<file path="src/rtl/reorder_buffer.sv">
// Dual-issue, dual-retire reorder buffer with three completion ports.
// Optional ROB_BYPASS_EN: completions to head/head+1 retire on the capture edge.
module reorder_buffer #(
   parameter int DEPTH  = 16,
   parameter int PREG_W = 6
) (
   input  logic                      clk,
   input  logic                      rst,
   input  logic                      alloc_valid_1,
   input  logic                      alloc_valid_2,
   input  logic [1:0]                alloc_type_1,
   input  logic [1:0]                alloc_type_2,
   input  logic [PREG_W-1:0]         alloc_pd_1,
   input  logic [PREG_W-1:0]         alloc_pd_2,
   input  logic [PREG_W-1:0]         alloc_old_pd_1,
   input  logic [PREG_W-1:0]         alloc_old_pd_2,
   output logic                      alloc_ready,
   output logic [$clog2(DEPTH)-1:0]  alloc_idx_1,
   output logic [$clog2(DEPTH)-1:0]  alloc_idx_2,
   input  logic                      cmp_valid_1,
   input  logic                      cmp_valid_2,
   input  logic                      cmp_valid_3,
   input  logic [$clog2(DEPTH)-1:0]  cmp_rob_1,
   input  logic [$clog2(DEPTH)-1:0]  cmp_rob_2,
   input  logic [$clog2(DEPTH)-1:0]  cmp_rob_3,
   input  logic [31:0]               cmp_result_1,
   input  logic [31:0]               cmp_result_2,
   input  logic [31:0]               cmp_result_3,
   output logic                      retire_flag_1,
   output logic                      retire_flag_2,
   output logic [PREG_W-1:0]         retire_pd_1,
   output logic [PREG_W-1:0]         retire_pd_2,
   output logic [31:0]               retire_result_1,
   output logic [31:0]               retire_result_2,
   output logic [1:0]                retire_type_1,
   output logic [1:0]                retire_type_2,
   output logic [PREG_W-1:0]         fp_ind_1,
   output logic [PREG_W-1:0]         fp_ind_2,
   output logic [$clog2(DEPTH):0]    rob_count,
   output logic                      rob_empty,
   output logic                      rob_full
);

   localparam int IW = $clog2(DEPTH);
   localparam int CW = IW + 1;

   logic [IW-1:0]     head, tail, h1, t1;
   logic [CW-1:0]     count, count_next;
   logic [DEPTH-1:0]  e_v, e_comp;
   logic [1:0]        e_type [DEPTH];
   logic [PREG_W-1:0] e_pd   [DEPTH];
   logic [PREG_W-1:0] e_old  [DEPTH];
   logic [31:0]       e_res  [DEPTH];

   logic [DEPTH-1:0]  c_hit;
   logic [31:0]       c_val  [DEPTH];

   logic              acc1, acc2, ret1, ret2;
   logic              done_h, done_h1;
   logic [31:0]       res_h, res_h1;

   assign h1 = head + IW'(1);
   assign t1 = tail + IW'(1);

   assign alloc_ready = (count <= CW'(DEPTH - 2));
   assign alloc_idx_1 = tail;
   assign alloc_idx_2 = t1;
   assign rob_count   = count;
   assign rob_empty   = (count == '0);
   assign rob_full    = (count == CW'(DEPTH));

   assign acc1 = alloc_ready & alloc_valid_1;
   assign acc2 = acc1 & alloc_valid_2;

   // Lowest-numbered port wins when several target the same entry.
   always_comb begin
      for (int i = 0; i < DEPTH; i++) begin
         c_hit[i] = 1'b0;
         c_val[i] = '0;
         if (cmp_valid_1 && cmp_rob_1 == IW'(i)) begin
            c_hit[i] = 1'b1;
            c_val[i] = cmp_result_1;
         end else if (cmp_valid_2 && cmp_rob_2 == IW'(i)) begin
            c_hit[i] = 1'b1;
            c_val[i] = cmp_result_2;
         end else if (cmp_valid_3 && cmp_rob_3 == IW'(i)) begin
            c_hit[i] = 1'b1;
            c_val[i] = cmp_result_3;
         end
      end
   end

`ifdef ROB_BYPASS_EN
   assign done_h  = e_v[head] & (e_comp[head] | c_hit[head]);
   assign done_h1 = e_v[h1] & (e_comp[h1] | c_hit[h1]);
   assign res_h   = e_comp[head] ? e_res[head] : c_val[head];
   assign res_h1  = e_comp[h1] ? e_res[h1] : c_val[h1];
`else
   assign done_h  = e_v[head] & e_comp[head];
   assign done_h1 = e_v[h1] & e_comp[h1];
   assign res_h   = e_res[head];
   assign res_h1  = e_res[h1];
`endif

   assign ret1 = done_h;
   assign ret2 = ret1 & done_h1;

   assign count_next = count + CW'(acc1) + CW'(acc2)
                     - CW'(ret1) - CW'(ret2);

   always_ff @(posedge clk) begin
      if (rst) begin
         head            <= '0;
         tail            <= '0;
         count           <= '0;
         e_v             <= '0;
         e_comp          <= '0;
         retire_flag_1   <= 1'b0;
         retire_flag_2   <= 1'b0;
         retire_pd_1     <= '0;
         retire_pd_2     <= '0;
         retire_result_1 <= '0;
         retire_result_2 <= '0;
         retire_type_1   <= '0;
         retire_type_2   <= '0;
         fp_ind_1        <= '0;
         fp_ind_2        <= '0;
      end else begin
         for (int i = 0; i < DEPTH; i++)
            if (c_hit[i] && e_v[i]) e_comp[i] <= 1'b1;
         if (acc1) begin
            e_v[tail]    <= 1'b1;
            e_comp[tail] <= 1'b0;
         end
         if (acc2) begin
            e_v[t1]    <= 1'b1;
            e_comp[t1] <= 1'b0;
         end
         // Clearing last lets retirement win over a late completion.
         if (ret1) begin
            e_v[head]    <= 1'b0;
            e_comp[head] <= 1'b0;
         end
         if (ret2) begin
            e_v[h1]    <= 1'b0;
            e_comp[h1] <= 1'b0;
         end
         head  <= head + IW'(ret1) + IW'(ret2);
         tail  <= tail + IW'(acc1) + IW'(acc2);
         count <= count_next;

         retire_flag_1   <= ret1;
         retire_flag_2   <= ret2;
         retire_pd_1     <= ret1 ? e_pd[head] : '0;
         retire_pd_2     <= ret2 ? e_pd[h1] : '0;
         retire_result_1 <= ret1 ? res_h : '0;
         retire_result_2 <= ret2 ? res_h1 : '0;
         retire_type_1   <= ret1 ? e_type[head] : '0;
         retire_type_2   <= ret2 ? e_type[h1] : '0;
         fp_ind_1 <= (ret1 && e_type[head] != 2'd1) ? e_old[head] : '0;
         fp_ind_2 <= (ret2 && e_type[h1] != 2'd1) ? e_old[h1] : '0;
      end
   end

   // Payload needs no reset: it is only observed behind v/comp.
   always_ff @(posedge clk) begin
      for (int i = 0; i < DEPTH; i++)
         if (c_hit[i] && e_v[i]) e_res[i] <= c_val[i];
      if (acc1) begin
         e_type[tail] <= alloc_type_1;
         e_pd[tail]   <= alloc_pd_1;
         e_old[tail]  <= alloc_old_pd_1;
         e_res[tail]  <= '0;
      end
      if (acc2) begin
         e_type[t1] <= alloc_type_2;
         e_pd[t1]   <= alloc_pd_2;
         e_old[t1]  <= alloc_old_pd_2;
         e_res[t1]  <= '0;
      end
   end

endmodule
</file>
<file path="config.mk">
export PLATFORM = sky130hd
export DESIGN_NAME = reorder_buffer
export DESIGN_NICKNAME = d
export VERILOG_FILES = /design/src/rtl/reorder_buffer.sv
export SDC_FILE = /design/constraint.sdc
export NUM_CORES = 2
export LEC_CHECK = 0
export CORE_UTILIZATION = 40
export CTS_CLUSTER_SIZE = 14
export DETAILED_ROUTE_END_ITERATION = 8
export GPL_TIMING_DRIVEN = 0
export HOLD_SLACK_MARGIN = 0.02
export MAX_ROUTING_LAYER = met4
export PLACE_DENSITY = 0.63
export SYNTH_ARGS = -nofsm -noshare
export SYNTH_HDL_FRONTEND = slang
export SYNTH_SLANG_ARGS = --single-unit
</file>
<file path="constraint.sdc">
create_clock -name clk -period 4.01 [get_ports clk]
set_input_delay 0.802 -clock clk [delete_from_list [all_inputs] [get_ports clk]]
set_output_delay 0.802 -clock clk [all_outputs]
set_load 0.005 [all_outputs]
</file>
### Word level (Yosys, flattened, before mapping)

Memories as Yosys holds them, arrays and structs flattened. A register that Yosys moved wholly into a read port is not among the register bits.
Index checks and enable logic that the tools add are counted.
Widths: inputs -> output; s select.

| word-level totals | value |
|---|---|
| register bits after elaboration | 51 |
| bits in latches | 0 |
| bits in writable memories | 736 |
| ROM bits | 0 |
| input bits | 143 |
| output and inout port bits | 110 |
| logic and storage cells | 374 |
| memories | 4 |

| cells by class | value |
|---|---|
| add/sub/neg operators | 10 |
| multipliers | 0 |
| divide/modulo/power cells | 0 |
| order comparisons | 9 |
| equal/unequal tests | 48 |
| shift operators | 0 |
| multiplexer cells | 195 |
| bitwise gates (word level) | 21 |
| reductions and logical operators | 78 |

Memory list:

| memory | words | bits a word | rd ports | clocked after memory_dff | write ports | line | text |
|---|---|---|---|---|---|---|---|
| e_res | 16 | 32 | 2 | 2 | 18 | 53 | `logic [31:0] e_res [DEPTH];` |
| e_old | 16 | 6 | 2 | 2 | 2 | 52 | `logic [PREG_W-1:0] e_old [DEPTH];` |
| e_pd | 16 | 6 | 2 | 2 | 2 | 51 | `logic [PREG_W-1:0] e_pd [DEPTH];` |
| e_type | 16 | 2 | 2 | 1 | 2 | 50 | `logic [1:0] e_type [DEPTH];` |

Operators with widths:

| kind | number |
|---|---|
| $mux 32 | 48 |
| $mux 16 | 14 |
| $mux 1 | 124 |
| $and 16x16->16 | 6 |
| $eq 4x4->1 const B | 24 |
| $logic_and 1x1->1 | 70 |
| $not 16->16 | 4 |
| $eq 4x3->1 const B | 12 |
| $or 16x16->16 | 2 |
| $eq 4x2->1 const B | 6 |
| $lt 4x5->1 const B | 4 |
| $add 4x1->4 | 4 |
| $bmux 1 s4 | 4 |
| $demux 1 s4 | 4 |
| $ge 4x1->1 const B | 4 |
| $eq 4x1->1 const B | 3 |
| $logic_not 4->1 | 3 |
| $add 5x1->5 | 2 |
| $sub 5x1->5 | 2 |
| $add 4x1->4 const B | 2 |
| $reduce_or 2->1 | 4 |
| $and 1x1->1 | 5 |
| $eq 5x5->1 const B | 1 |
| $le 5x4->1 const B | 1 |
| other kinds (4) | 8 |

### Depth between registers and ports, before layout

| logic depth | value |
|---|---|
| word-level depth | 19 |
| depth in mapped cells | 20 |
| gate-level depth less buffers | 17 |

### Worst setup path before layout

OpenSTA, ideal clock, no wires.

| path | value |
|---|---|
| kind | register -> register |
| start point | register head[0] |
| end point | register count[3], in the netlist rob_count[3] |
| setup time | 0.128 ns |
| arrival | 3.662 ns |
| required time | 3.882 ns |
| setup slack | 0.220 ns |
| cell stages (with the launch flop) | 19 |
| path buffers | 3 |
| period minus slack after synthesis | 3.790 ns |
| cell sequence | dfxtp_1 -> buf_4 -> inv_1 -> ha_1 -> buf_2 -> mux4_2 -> a21oi_1 -> a211o_1 -> clkbuf_1 -> nor2_1 -> ha_1 -> inv_1 -> fa_1 -> inv_1 -> ha_1 -> inv_1 -> fa_1 -> xnor2_1 -> nor2_1 |

| between the ends | value |
|---|---|
| longest elaborated chain between the ends | 6 |
| elaborated cells on any way between the ends | 14 |
| those cells by class | add/sub: 3; mux: 8; bitwise: 3 |

RTL lines:

| element | line | text |
|---|---|---|
| start, declared | 47 | `logic [IW-1:0] head, tail, h1, t1;` |
| start signal, assigned | 148 | `head <= head + IW'(ret1) + IW'(ret2);` |
| $add 4x1->4 | 62 | `assign h1 = head + IW'(1);` |
| $bmux 1 s4 | 100 | `assign done_h1 = e_v[h1] & e_comp[h1];` |
| $mux 1 (not written as such) | 100 |  |
| $and 1x1->1 | 100 |  |
| $and 1x1->1 | 106 | `assign ret2 = ret1 & done_h1;` |
| $sub 5x1->5 (*) | 109 | `- CW'(ret1) - CW'(ret2);` |
| end signal, assigned | 150 | `count <= count_next;` |
| end, declared | 48 | `logic [CW-1:0] count, count_next;` |

Mark *: on every way between the ends. The rest lies on a longest branch, timed or not. The select of a mux whose other input is x is not followed.
A chain may end at the register's enable or synchronous reset.

==> summary.txt <==
Global route
  • Pin count of the biggest net entering global routing: 24
  • First-pass GRT wire length: 397000 um
  • Vias in the first global route: 49300
  • Gr usage total: 43.1%
  • Congestion Overflow GR: 0
  • Initial antenna violation count: 17

Placed design
  • Detailed placement HPWL: between 200000 and 250000 um
  • Post-place setup slack: -2090 ps
  • GP Congestion: 1.08
  • IO buf count: 215

Final layout
  • # fillers: between 10000 and 15000
  • # nets final: slightly below 6000
  • Layout cells sized above 1: 20.2%
  • Multi-input gate area: about 32000 um^2
  • Storage cell area: 19800 um^2
  • Area added between synthesis and finish: 16.0%

Route
  • 1st-iter DRT viols: 9119
  • ANT nets after route: 0
  • Post-route DRC: 0
  • Final WL: just under 300000 um
  • DRT Pass-1 Iters: 6
  • Via count: 52900
  • Drt wl/cell: 38.8 um
  • DR vias/cell: between 6 and 7

Clock network
  • TritonCTS Buffers: about 100
  • Root Buffer: clkbuf_16
  • Clk slew on worst S/H paths: 60 ps
  • Worst-Skew Late Latency: 770 ps
  • H-Tree Depth: 3
  • Clock buffer depth: 3
  • TritonCTS clock tree: done
  • CTS Sinks: 875
  • Hold Buf Count CTS: 0

Power
  • Leak: 21.8 nW
  • P per Cell Area: 370 nW/um^2
  • Peak VDD IR: 335 uV

Timing
  • Crit share post-route: 103%
  • Final worst setup slack: -114 ps
  • Actual slew at the worst max-slew pin: roughly 1700 ps
  • Final slew viol count: 65
  • Count of final setup violators: 44
  • WHS: 471 ps
  • Setup Skew: 29.4 ps
  • RSZ-0062 raised after global routing: true
  • Final hold viol count: 0
  • Final min period: roughly 4100 ps
  • Worst slew margin: -10.7%
  • Fmax: 242 MHz

Critical path
  • Critical Path Start: cmp_rob_1[2]
  • Slowest CP cell: o21ai_1
  • Crit-path max cell delay: 1130 ps
  • R2r endpoint: e_res[6][13]$_SDFFE_PP0P_
  • Worst setup SP type: input port
  • RR Startpoint: rob_count[2]$_SDFF_PP0_
  • Crit path kind: in2reg
  • Worst EP arrival: ~4800 ps
  • Crit path to: e_res[10][21]$_SDFFE_PP0P_
  • Reg2reg setup slack: -30 ps
  • CP most frequent cell: clkbuf_1
  • Crit end category: register
  • Worst-path maximum fanout: 10
  • CP required: 4680 ps
  • Critical Path, Cell by Cell: clkdlybuf4s50_1, nand3b_1, nor2_1, clkbuf_1, o21ai_1, clkbuf_1, nand2_1, a21oi_1
  • R2R depth: 8

Synthesis
  • Syn Inst Count: between 5000 and 6000
  • Avg Inst Size Synth: roughly 10 um^2
  • Synth area leaders: dfxtp_1 24%, mux4_2 19%, edfxtp_1 12%, mux2i_1 8.0%, nor2_1 6.5%
  • Synth cell types: just under 80
  • Yosys reg bits: slightly below 900
  • Synthesized cell area: 54200 um^2
  • Top FF cell, synth: dfxtp_1
  • Post-synth EDFFs: between 200 and 250
  • Yosys top cell area share: 24.0%
  • Asr flop ratio synth: 0%
  • Post-synth net total: 5521
  • Ys Warns: 0
  • Leading area contributor after synthesis: dfxtp_1
  • Seq/Total Area, Yosys: 36.5%

Outcome
  • Violated checks: max-capacitance violations, max-slew violations, negative setup slack
  • Status: finished, violations left

Job
  • Max Cap Violations: 7

Floorplanning
  • Die X: 370 um
  • Initial Utilization: 40.5%
  • Boundary Pins: 253
  • Core box area: between 100000 and 150000 um^2
  • Die height: between 300 and 400 um
  • Core Rows: 134
  • Die footprint: 137000 um^2

Min path
  • Worst min-delay path class: reg2reg
metrics by stage:
| stage | total power, mW | utilization, % | TNS [ps] | instances | cell area (um^2) |
|---|---|---|---|---|---|
| CTS | 23.0 | 46.7 | 0 | 7538 | 62600 |
| detailed placement | 13.1 | 44.0 | -286090 | 7352 | 58900 |
| global placement | 13.0 | 43.7 | -583430 | 7335 | 58600 |
| finish | 23.3 | 46.9 | -1970 | 7585 | 62900 |
| global route | 23.7 | 46.9 | 0 | 7566 | 62800 |
| floorplan | 11.7 | - | 0 | 5352 | 54200 |
synthesized netlist by cell type (all sizes together) (4+ instances only):
master	count
a211oi	381
a21oi	501
a221o	21
a22oi	4
a311oi	50
a31o	4
a31oi	27
and2	43
and3	44
and3b	4
buf	228
clkbuf	413
dfxtp	651
edfxtp	224
fa	4
ha	22
inv	30
mux2	229
mux2i	431
mux4	463
nand2	280
nand2b	18
nand3	18
nand3b	12
nand4	5
nor2	943
nor2b	26
nor3	10
nor3b	4
o211ai	88
o21ai	71
o21bai	8
o22ai	14
or2	11
or3	6
or3b	5
xnor2	6
xor2	4
cell families (layout without fill, tap and decap cells):
family | after synthesis | count (layout) | synth area share [%]
xor+xnor | 10 | 10 | 0.162
simple gates | 1439 | 1439 | 11.1
fa+ha+maj | 26 | 26 | 0.656
flops | 875 | 875 | 36.5
buf+inv | 671 | 1103 | 5.18
other cells | 0 | 33 | 0
mux | 1123 | 1123 | 32.0
compound gates | 1208 | 1208 | 14.5
worst min-delay path by stage:
stage / start / to / slack (ps) / depth (start not counted)
global placement: e_res[5][17]$_SDFFE_PP0P_ / e_res[5][17]$_SDFFE_PP0P_ / 450 / 2
global route: e_res[10][11]$_SDFFE_PP0P_ / e_res[10][11]$_SDFFE_PP0P_ / 490 / 2
detailed placement: e_res[10][23]$_SDFFE_PP0P_ / e_res[10][23]$_SDFFE_PP0P_ / 460 / 2
finish: e_res[5][11]$_SDFFE_PP0P_ / e_res[5][11]$_SDFFE_PP0P_ / 470 / 2
CTS: e_res[10][23]$_SDFFE_PP0P_ / e_res[10][23]$_SDFFE_PP0P_ / 470 / 2
floorplan: e_res[10][0]$_SDFFE_PP0P_ / e_res[10][0]$_SDFFE_PP0P_ / 440 / 2
registers in the layout, summed over array words and instances (netlist names), 16 cells and up:
signal           count
e_comp              16
e_old               96
e_pd                96
e_res              512
e_type              32
e_v                 16
retire_result_1     32
retire_result_2     32
layout make-up:
class                      instances  area share (%)
multi-input combinational       3806            50.6
sequential                       875            31.4
clock buffer                     135            4.52
buffer                           641            4.46
timing repair buffer             248            4.14
tap                             1768            3.52
clock inverter                    49            1.01
inverter                          30           0.185
antenna                           33           0.131
layout by cell type (no fill, tap or decap), types with 33 or more instances in the layout:
| cell type | count |
|---|---|
| nor2_1 | 932 |
| dfxtp_1 | 649 |
| a21oi_1 | 497 |
| mux4_2 | 463 |
| mux2i_1 | 431 |
| clkbuf_1 | 409 |
| a211oi_1 | 363 |
| nand2_1 | 279 |
| mux2_2 | 229 |
| edfxtp_1 | 224 |
| clkdlybuf4s50_1 | 215 |
| buf_2 | 153 |
| clkbuf_16 | 105 |
| o211ai_1 | 88 |
| o21ai_0 | 56 |
| buf_1 | 48 |
| a311oi_1 | 48 |
| and3_1 | 44 |
| and2_1 | 43 |
| diode_2 | 33 |
metal layers:
metal / share of wire, % / GRT usage [%]
met1: 35 / 49.8
met2: 42 / 60.0
met3: 15 / 17.5
met4: 8.7 / 31.3
met5: 0 / -
worst max-delay path, delay by kind of cell:
kind | cells | cell delay (ps)
AO/OA/AOI/OAI | 2 | 1310
buffers and inverters | 3 | 2050
AND/OR/NAND/NOR | 3 | 610
power breakdown:
group	total (mW)	internal, mW	switching [mW]
logic	3.24	1.24	2.00
clock network	10.2	5.92	4.25
registers	9.88	9.52	0.356
total	23.3	16.7	6.60
repair_timing:
item / CTS / global route
endpoints found under the setup margin: 209 / 203
setup buffers: 2 / 11
gates resized for setup: 36 / 31
pin swaps: 2 / 4
Power figures use the tool's default switching activity.
